--- config.mk ---
export PLATFORM = sky130hd
export DESIGN_NAME = instr_predecode_queue
export DESIGN_NICKNAME = d
export VERILOG_FILES = /design/src/rtl/instr_predecode_queue.sv
export SDC_FILE = /design/constraint.sdc
export NUM_CORES = 1
export LEC_CHECK = 0
export BUFFER_PORTS_ARGS = -buffer_cell sky130_fd_sc_hd__clkbuf_2
export CORE_UTILIZATION = 49
export DETAILED_ROUTE_END_ITERATION = 6
export HOLD_SLACK_MARGIN = 0.15
export PLACE_DENSITY_LB_ADDON = 0.2
export SLEW_MARGIN = 20
export SYNTH_ARGS = -nofsm -noshare
export SYNTH_HDL_FRONTEND = slang
export SYNTH_SLANG_ARGS = --single-unit
export TNS_END_PERCENT = 5
--- constraint.sdc ---
create_clock -name clk -period 4.2 [get_ports clk]
set_input_delay 0 -clock clk [delete_from_list [all_inputs] [get_ports clk]]
set_output_delay 0 -clock clk [all_outputs]
set_load 0.01 [all_outputs]
--- src/rtl/instr_predecode_queue.sv ---
// -----------------------------------------------------------------------------
// instr_predecode_queue
//
// Circular instruction queue sitting between fetch and decode. Every accepted
// instruction is predecoded once, at write time, and the result is stored next
// to the raw instruction and its PC, so the decoder sees the class flags,
// branch condition, sign-extended offset and legality straight from storage.
//
// Optional build feature (macro PREDECODE_TARGET_EN):
//   defined   - each B-type / JAL entry also stores pc + imm, presented on
//               out_target_o for the head; all other entries store 0.
//   undefined - no adder, no target storage, out_target_o is tied to 0.
//   The port list is identical in both builds.
//
// Handshake (both sides): a transfer happens on a rising clk edge where
// valid and ready are both high. in_ready_o and out_valid_o are functions of
// registered occupancy only, so neither depends combinationally on
// in_valid_i or out_ready_i. There is no empty bypass: a pushed entry is
// visible on the output one cycle after the push edge at the earliest.
//
// Ports:
//   clk, rst         clock and synchronous active-high reset
//   flush_i          drop every entry; pushes/pops in the same cycle are lost
//   in_valid_i       fetch presents in_instr_i / in_pc_i
//   in_ready_o       queue has room (count < DEPTH)
//   in_instr_i       raw RV32 instruction
//   in_pc_i          PC of in_instr_i
//   out_valid_o      head entry valid (count != 0)
//   out_ready_i      decoder consumes head this cycle
//   out_instr_o      head instruction
//   out_pc_o         head PC
//   out_is_branch_o  head is B-type
//   out_is_jal_o     head is JAL
//   out_is_jalr_o    head is JALR
//   out_br_cond_o    funct3 of head when B-type, else 0
//   out_imm_o        sign-extended B/J/I offset for branch/JAL/JALR, else 0
//   out_illegal_o    head failed the legality check
//   count_o          current occupancy
//   out_target_o     stored pc + imm for head (feature build), else 0
// -----------------------------------------------------------------------------
module instr_predecode_queue #(
  parameter int DEPTH = 4,
  parameter int XLEN  = 32,
  localparam int CNT_W = $clog2(DEPTH) + 1
) (
  input  logic             clk,
  input  logic             rst,
  input  logic             flush_i,
  input  logic             in_valid_i,
  output logic             in_ready_o,
  input  logic [31:0]      in_instr_i,
  input  logic [XLEN-1:0]  in_pc_i,
  output logic             out_valid_o,
  input  logic             out_ready_i,
  output logic [31:0]      out_instr_o,
  output logic [XLEN-1:0]  out_pc_o,
  output logic             out_is_branch_o,
  output logic             out_is_jal_o,
  output logic             out_is_jalr_o,
  output logic [2:0]       out_br_cond_o,
  output logic [31:0]      out_imm_o,
  output logic             out_illegal_o,
  output logic [CNT_W-1:0] count_o,
  output logic [XLEN-1:0]  out_target_o
);

  localparam int PTR_W = $clog2(DEPTH);
  localparam logic [CNT_W-1:0] FULL_CNT = CNT_W'(DEPTH);

  localparam logic [6:0] OP_LUI    = 7'b0110111;
  localparam logic [6:0] OP_AUIPC  = 7'b0010111;
  localparam logic [6:0] OP_JAL    = 7'b1101111;
  localparam logic [6:0] OP_JALR   = 7'b1100111;
  localparam logic [6:0] OP_BRANCH = 7'b1100011;
  localparam logic [6:0] OP_LOAD   = 7'b0000011;
  localparam logic [6:0] OP_STORE  = 7'b0100011;
  localparam logic [6:0] OP_IMM    = 7'b0010011;
  localparam logic [6:0] OP_REG    = 7'b0110011;
  localparam logic [6:0] OP_FENCE  = 7'b0001111;
  localparam logic [6:0] OP_SYSTEM = 7'b1110011;

  // One stored queue entry: raw fields plus predecode results.
  typedef struct packed {
    logic [31:0]     instr;
    logic [XLEN-1:0] pc;
    logic            is_branch;
    logic            is_jal;
    logic            is_jalr;
    logic [2:0]      br_cond;
    logic [31:0]     imm;
    logic            illegal;
`ifdef PREDECODE_TARGET_EN
    logic [XLEN-1:0] target;
`endif
  } entry_t;

  // ---------------------------------------------------------------------------
  // Predecode of the incoming instruction (combinational, stored at push)
  // ---------------------------------------------------------------------------
  logic [6:0]  pd_opcode;
  logic [2:0]  pd_funct3;
  logic        pd_is_branch;
  logic        pd_is_jal;
  logic        pd_is_jalr;
  logic        pd_opcode_known;
  logic        pd_illegal;
  logic [31:0] pd_imm;
  logic [2:0]  pd_br_cond;

  assign pd_opcode    = in_instr_i[6:0];
  assign pd_funct3    = in_instr_i[14:12];
  // Class flags follow the opcode alone; legality is reported separately.
  assign pd_is_branch = (pd_opcode == OP_BRANCH);
  assign pd_is_jal    = (pd_opcode == OP_JAL);
  assign pd_is_jalr   = (pd_opcode == OP_JALR);
  assign pd_br_cond   = pd_is_branch ? pd_funct3 : 3'b000;

  always_comb begin
    pd_opcode_known = 1'b0;
    case (pd_opcode)
      OP_LUI, OP_AUIPC, OP_JAL, OP_JALR, OP_BRANCH, OP_LOAD,
      OP_STORE, OP_IMM, OP_REG, OP_FENCE, OP_SYSTEM: pd_opcode_known = 1'b1;
      default:                                       pd_opcode_known = 1'b0;
    endcase
  end

  // Compressed encodings (low bits != 11) are not supported here.
  assign pd_illegal = (in_instr_i[1:0] != 2'b11)
                    | !pd_opcode_known
                    | (pd_is_jalr & (pd_funct3 != 3'b000))
                    | (pd_is_branch & ((pd_funct3 == 3'b010) | (pd_funct3 == 3'b011)));

  always_comb begin
    pd_imm = 32'd0;
    if (pd_is_branch) begin
      pd_imm = {{19{in_instr_i[31]}}, in_instr_i[31], in_instr_i[7],
                in_instr_i[30:25], in_instr_i[11:8], 1'b0};
    end else if (pd_is_jal) begin
      pd_imm = {{11{in_instr_i[31]}}, in_instr_i[31], in_instr_i[19:12],
                in_instr_i[20], in_instr_i[30:21], 1'b0};
    end else if (pd_is_jalr) begin
      pd_imm = {{20{in_instr_i[31]}}, in_instr_i[31:20]};
    end
  end

`ifdef PREDECODE_TARGET_EN
  logic [XLEN-1:0] pd_imm_x;
  logic [XLEN-1:0] pd_target;

  // Offset sign-extended (or truncated) to XLEN; the add wraps mod 2^XLEN.
  assign pd_imm_x  = XLEN'($signed(pd_imm));
  assign pd_target = (pd_is_branch | pd_is_jal) ? (in_pc_i + pd_imm_x) : '0;
`endif

  entry_t wr_entry;

  always_comb begin
    wr_entry           = '0;
    wr_entry.instr     = in_instr_i;
    wr_entry.pc        = in_pc_i;
    wr_entry.is_branch = pd_is_branch;
    wr_entry.is_jal    = pd_is_jal;
    wr_entry.is_jalr   = pd_is_jalr;
    wr_entry.br_cond   = pd_br_cond;
    wr_entry.imm       = pd_imm;
    wr_entry.illegal   = pd_illegal;
`ifdef PREDECODE_TARGET_EN
    wr_entry.target    = pd_target;
`endif
  end

  // ---------------------------------------------------------------------------
  // Queue control
  // ---------------------------------------------------------------------------
  logic [PTR_W-1:0] wr_ptr;
  logic [PTR_W-1:0] rd_ptr;
  logic [CNT_W-1:0] count;
  logic             push;
  logic             pop;

  assign in_ready_o  = (count < FULL_CNT);
  assign out_valid_o = (count != '0);
  assign push        = in_valid_i & in_ready_o;
  assign pop         = out_valid_o & out_ready_i;
  assign count_o     = count;

  // DEPTH is a power of two, so pointer wrap is the natural overflow.
  always_ff @(posedge clk) begin
    if (rst || flush_i) begin
      wr_ptr <= '0;
      rd_ptr <= '0;
      count  <= '0;
    end else begin
      if (push) wr_ptr <= wr_ptr + 1'b1;
      if (pop)  rd_ptr <= rd_ptr + 1'b1;
      case ({push, pop})
        2'b10:   count <= count + 1'b1;
        2'b01:   count <= count - 1'b1;
        default: count <= count;
      endcase
    end
  end

  // Storage is not reset; entries are only observed while counted valid.
  entry_t mem [DEPTH];

  always_ff @(posedge clk) begin
    if (push && !rst && !flush_i) begin
      mem[wr_ptr] <= wr_entry;
    end
  end

  // ---------------------------------------------------------------------------
  // Head outputs, straight from storage at the read pointer
  // ---------------------------------------------------------------------------
  entry_t head;

  assign head            = mem[rd_ptr];
  assign out_instr_o     = head.instr;
  assign out_pc_o        = head.pc;
  assign out_is_branch_o = head.is_branch;
  assign out_is_jal_o    = head.is_jal;
  assign out_is_jalr_o   = head.is_jalr;
  assign out_br_cond_o   = head.br_cond;
  assign out_imm_o       = head.imm;
  assign out_illegal_o   = head.illegal;

`ifdef PREDECODE_TARGET_EN
  assign out_target_o = head.target;
`else
  assign out_target_o = '0;
`endif

endmodule

==> results.toml <==
[run_status]
run_status = "finished clean"

[yosys]
syn_avg_cell_area_um2 = 22.44
synth_seq_cells = 377
synth.distinct_cells = 32
synth_flop_cell = "edfxtp_1"
synth-edff-count = 368
syn_inst = 644
ys.warnings.count = 0
synth_area_um2 = 14450
synth_seq_area_share = 0.7773
async_reset_ff_frac = 0

[clock_tree]
clockBufferDepth = 3
cts_setup_buffers = 0
clock_sinks = 377
cts_tree = "yes"
ctsResizeCount = 0
clk_latency_ns = 0.51
htree_levels = 2
clkTransAtPathRegs_ns = 0.06
root_buffer = "clkbuf_16"
numCtsBuffers = 38

[place]
io_buffers = 176
placed_area_um2 = 15530
placedCellCount = 1174
routabilityCongestion = 0.7453
dp_hpwl_um = 16380

[timing]
finClkSkew_ns = 0.009558
fmax_mhz = 384.7
finalMaxSlewViolations = 0
fin_hold_ws_ns = 0.2444
setup-tns-final_ns = 0
worstMarginPinSlew_ns = 1.059
rsz0062_at_grt = "false"
maxSlewHeadroom = 0.2940
timing.final.crit_share = 0.6190
setup_violations = 0
hold_viol = 0
fin_crit_ns = 2.600

[die]
row_count = 62
die_w_um = 173.7
fp.dieArea_um2 = 30180
initial_core_util = 0.5007
die_height_um = 173.7
ios = 209
core_um2 = 28860

[setup_path]
critPathMaxFanout = 70
cp.required_ns = 4.20
path_delay_family = "flip-flops"
critical_path_class = "reg -> out"
startpoint_type = "register"
cpMaxStageDelayCell = "dfxtp_4"
cpPeakStageDelay_ns = 1.03
end_kind = "output port"
critPathBufInv = 2
crit_arrival_ns = 2.60
path_cells = "buf_4 -> mux4_2 -> clkbuf_2"

[pwr]
power.total_uw = 7698
leakagePower_uw = 0.006031
vdd_drop_max_v = 0.0002861
p_per_area_nw_per_um2 = 442.2

[routing]
wl_um = 27270
wl_per_cell_um = 20.80
drt_drc_violations_left = 0
via_count = 6993
first_pass_iters = 5
via_per_inst = 5.334
ant_nets = 0
first_iter_violations = 626

[grt]
grt_pass1_wl_um = 41710
antenna_found_initial = 2
grt-ovfl-total = 0
grt_pass1_vias = 7380
groute.usage.overall = 0.1833
grt_start_max_net_pins = 71

[final_layout]
fin_area_um2 = 17410
fin_nets = 974
syn2layout_area_growth_pct = 20.50
layout_common_cells = "368 x edfxtp_1, 176 x clkbuf_2, 92 x mux4_2"
layout.cells.non_filler = 1311
fill_cells = 2105
regArea_um2 = 11240
drive_gt1_frac = 0.3643
multi_input_area_um2 = 2801
final_common_cell = "edfxtp_1"

[job]
drv_cap = 0

[min_path]
hold_class = "in -> reg"
## path summary, 6_finish.rpt
kind,startpoint,to,slack (ns),cells after the start
worst min-delay path,in_pc_i[0],mem[1][39],0.24,2
worst max-delay path,register,out_pc_o[6],1.60,3
worst min register to register,rd_ptr[1],rd_ptr[1],0.52,2
worst max register to register,count_o[2],mem[3][71],1.63,3
## routing by layer
metal	share of wire	wire (um)	vias to the layer above	track usage
li1	-	-	3076	-
met3	0.055	1513	37	0.03268
met4	0.018	493	0	0.05336
met1	0.42	11490	3631	0.2499
met5	0	0	-	0
met2	0.51	13770	249	0.3048
## where the power goes
part | switching (uW) | internal (uW) | total [uW]
combinational | 181 | 151 | 332
clock | 1310 | 1890 | 3200
sequential | 12.9 | 4150 | 4160
total | 1500 | 6200 | 7700
## flip-flops by register name, indices dropped and copies added, names as in the netlist, named ones only
| name | flops |
|---|---|
| count_o | 3 |
| mem | 368 |
| rd_ptr | 2 |
| wr_ptr | 2 |
## cell families (layout without fill, tap and decap cells)
group	count (synthesis)	in the layout	share of synthesized area
AOI/OAI and AO/OA	24	24	0.01100
xor gates and xnor gates	5	5	0.003031
adders and majority gates	6	6	0.005715
buffers and inverters	79	329	0.03827
DFF	377	377	0.7773
muxes	92	92	0.1434
other	1	34	0.0002595
and+or+nand+nor	60	60	0.02104
## worst reg2reg max path, cell delays in order (launching register included)
cell	delay (ns)
dfxtp_1	0.36
nor2b_1	0.50
and3_4	0.93
buf_4	0.45
## stage by stage
step	setup WS, ns	util
after floorplan	0.8190	-
after global placement	1.748	0.5382
after detailed placement	1.613	0.5382
after CTS	1.506	0.6031
after global routing	1.406	0.6032
final	1.600	0.6033
## final cells by class
class                           count  share of cell area
Timing Repair Buffer              255             0.09601
Clock inverter                     15            0.006899
Multi-Input combinational cell    219              0.1609
Clock buffer                       51             0.06109
Sequential cell                   377              0.6455
Inverter                            8            0.001725
Antenna cell                        2           0.0002875
Tap cell                          384             0.02760
## what timing repair did
action                     CTS  global route
hold endpoints to repair   373             0
setup endpoints to repair    0             0
hold buffers                69             0
## cell usage after synthesis, types with 2 or more instances
cell type | instances | share of area
xnor2_1 | 2 | 0.0012
edfxtp_1 | 368 | 0.76
nor2b_1 | 2 | 0.00087
clkbuf_1 | 4 | 0.0010
ha_1 | 5 | 0.0043
nand2_1 | 14 | 0.0036
nand2b_1 | 3 | 0.0013
nor3_1 | 2 | 0.00069
inv_1 | 8 | 0.0021
o21ai_0 | 3 | 0.0010
dfxtp_1 | 9 | 0.012
or3_1 | 2 | 0.00087
and3_1 | 7 | 0.0030
buf_6 | 10 | 0.0078
xor2_1 | 3 | 0.0018
buf_2 | 13 | 0.0045
a22oi_1 | 5 | 0.0026
a21oi_1 | 11 | 0.0038
nor2_1 | 17 | 0.0044
buf_4 | 44 | 0.023
mux4_2 | 92 | 0.14
and2_1 | 10 | 0.0043
Power figures use the tool's default switching activity.
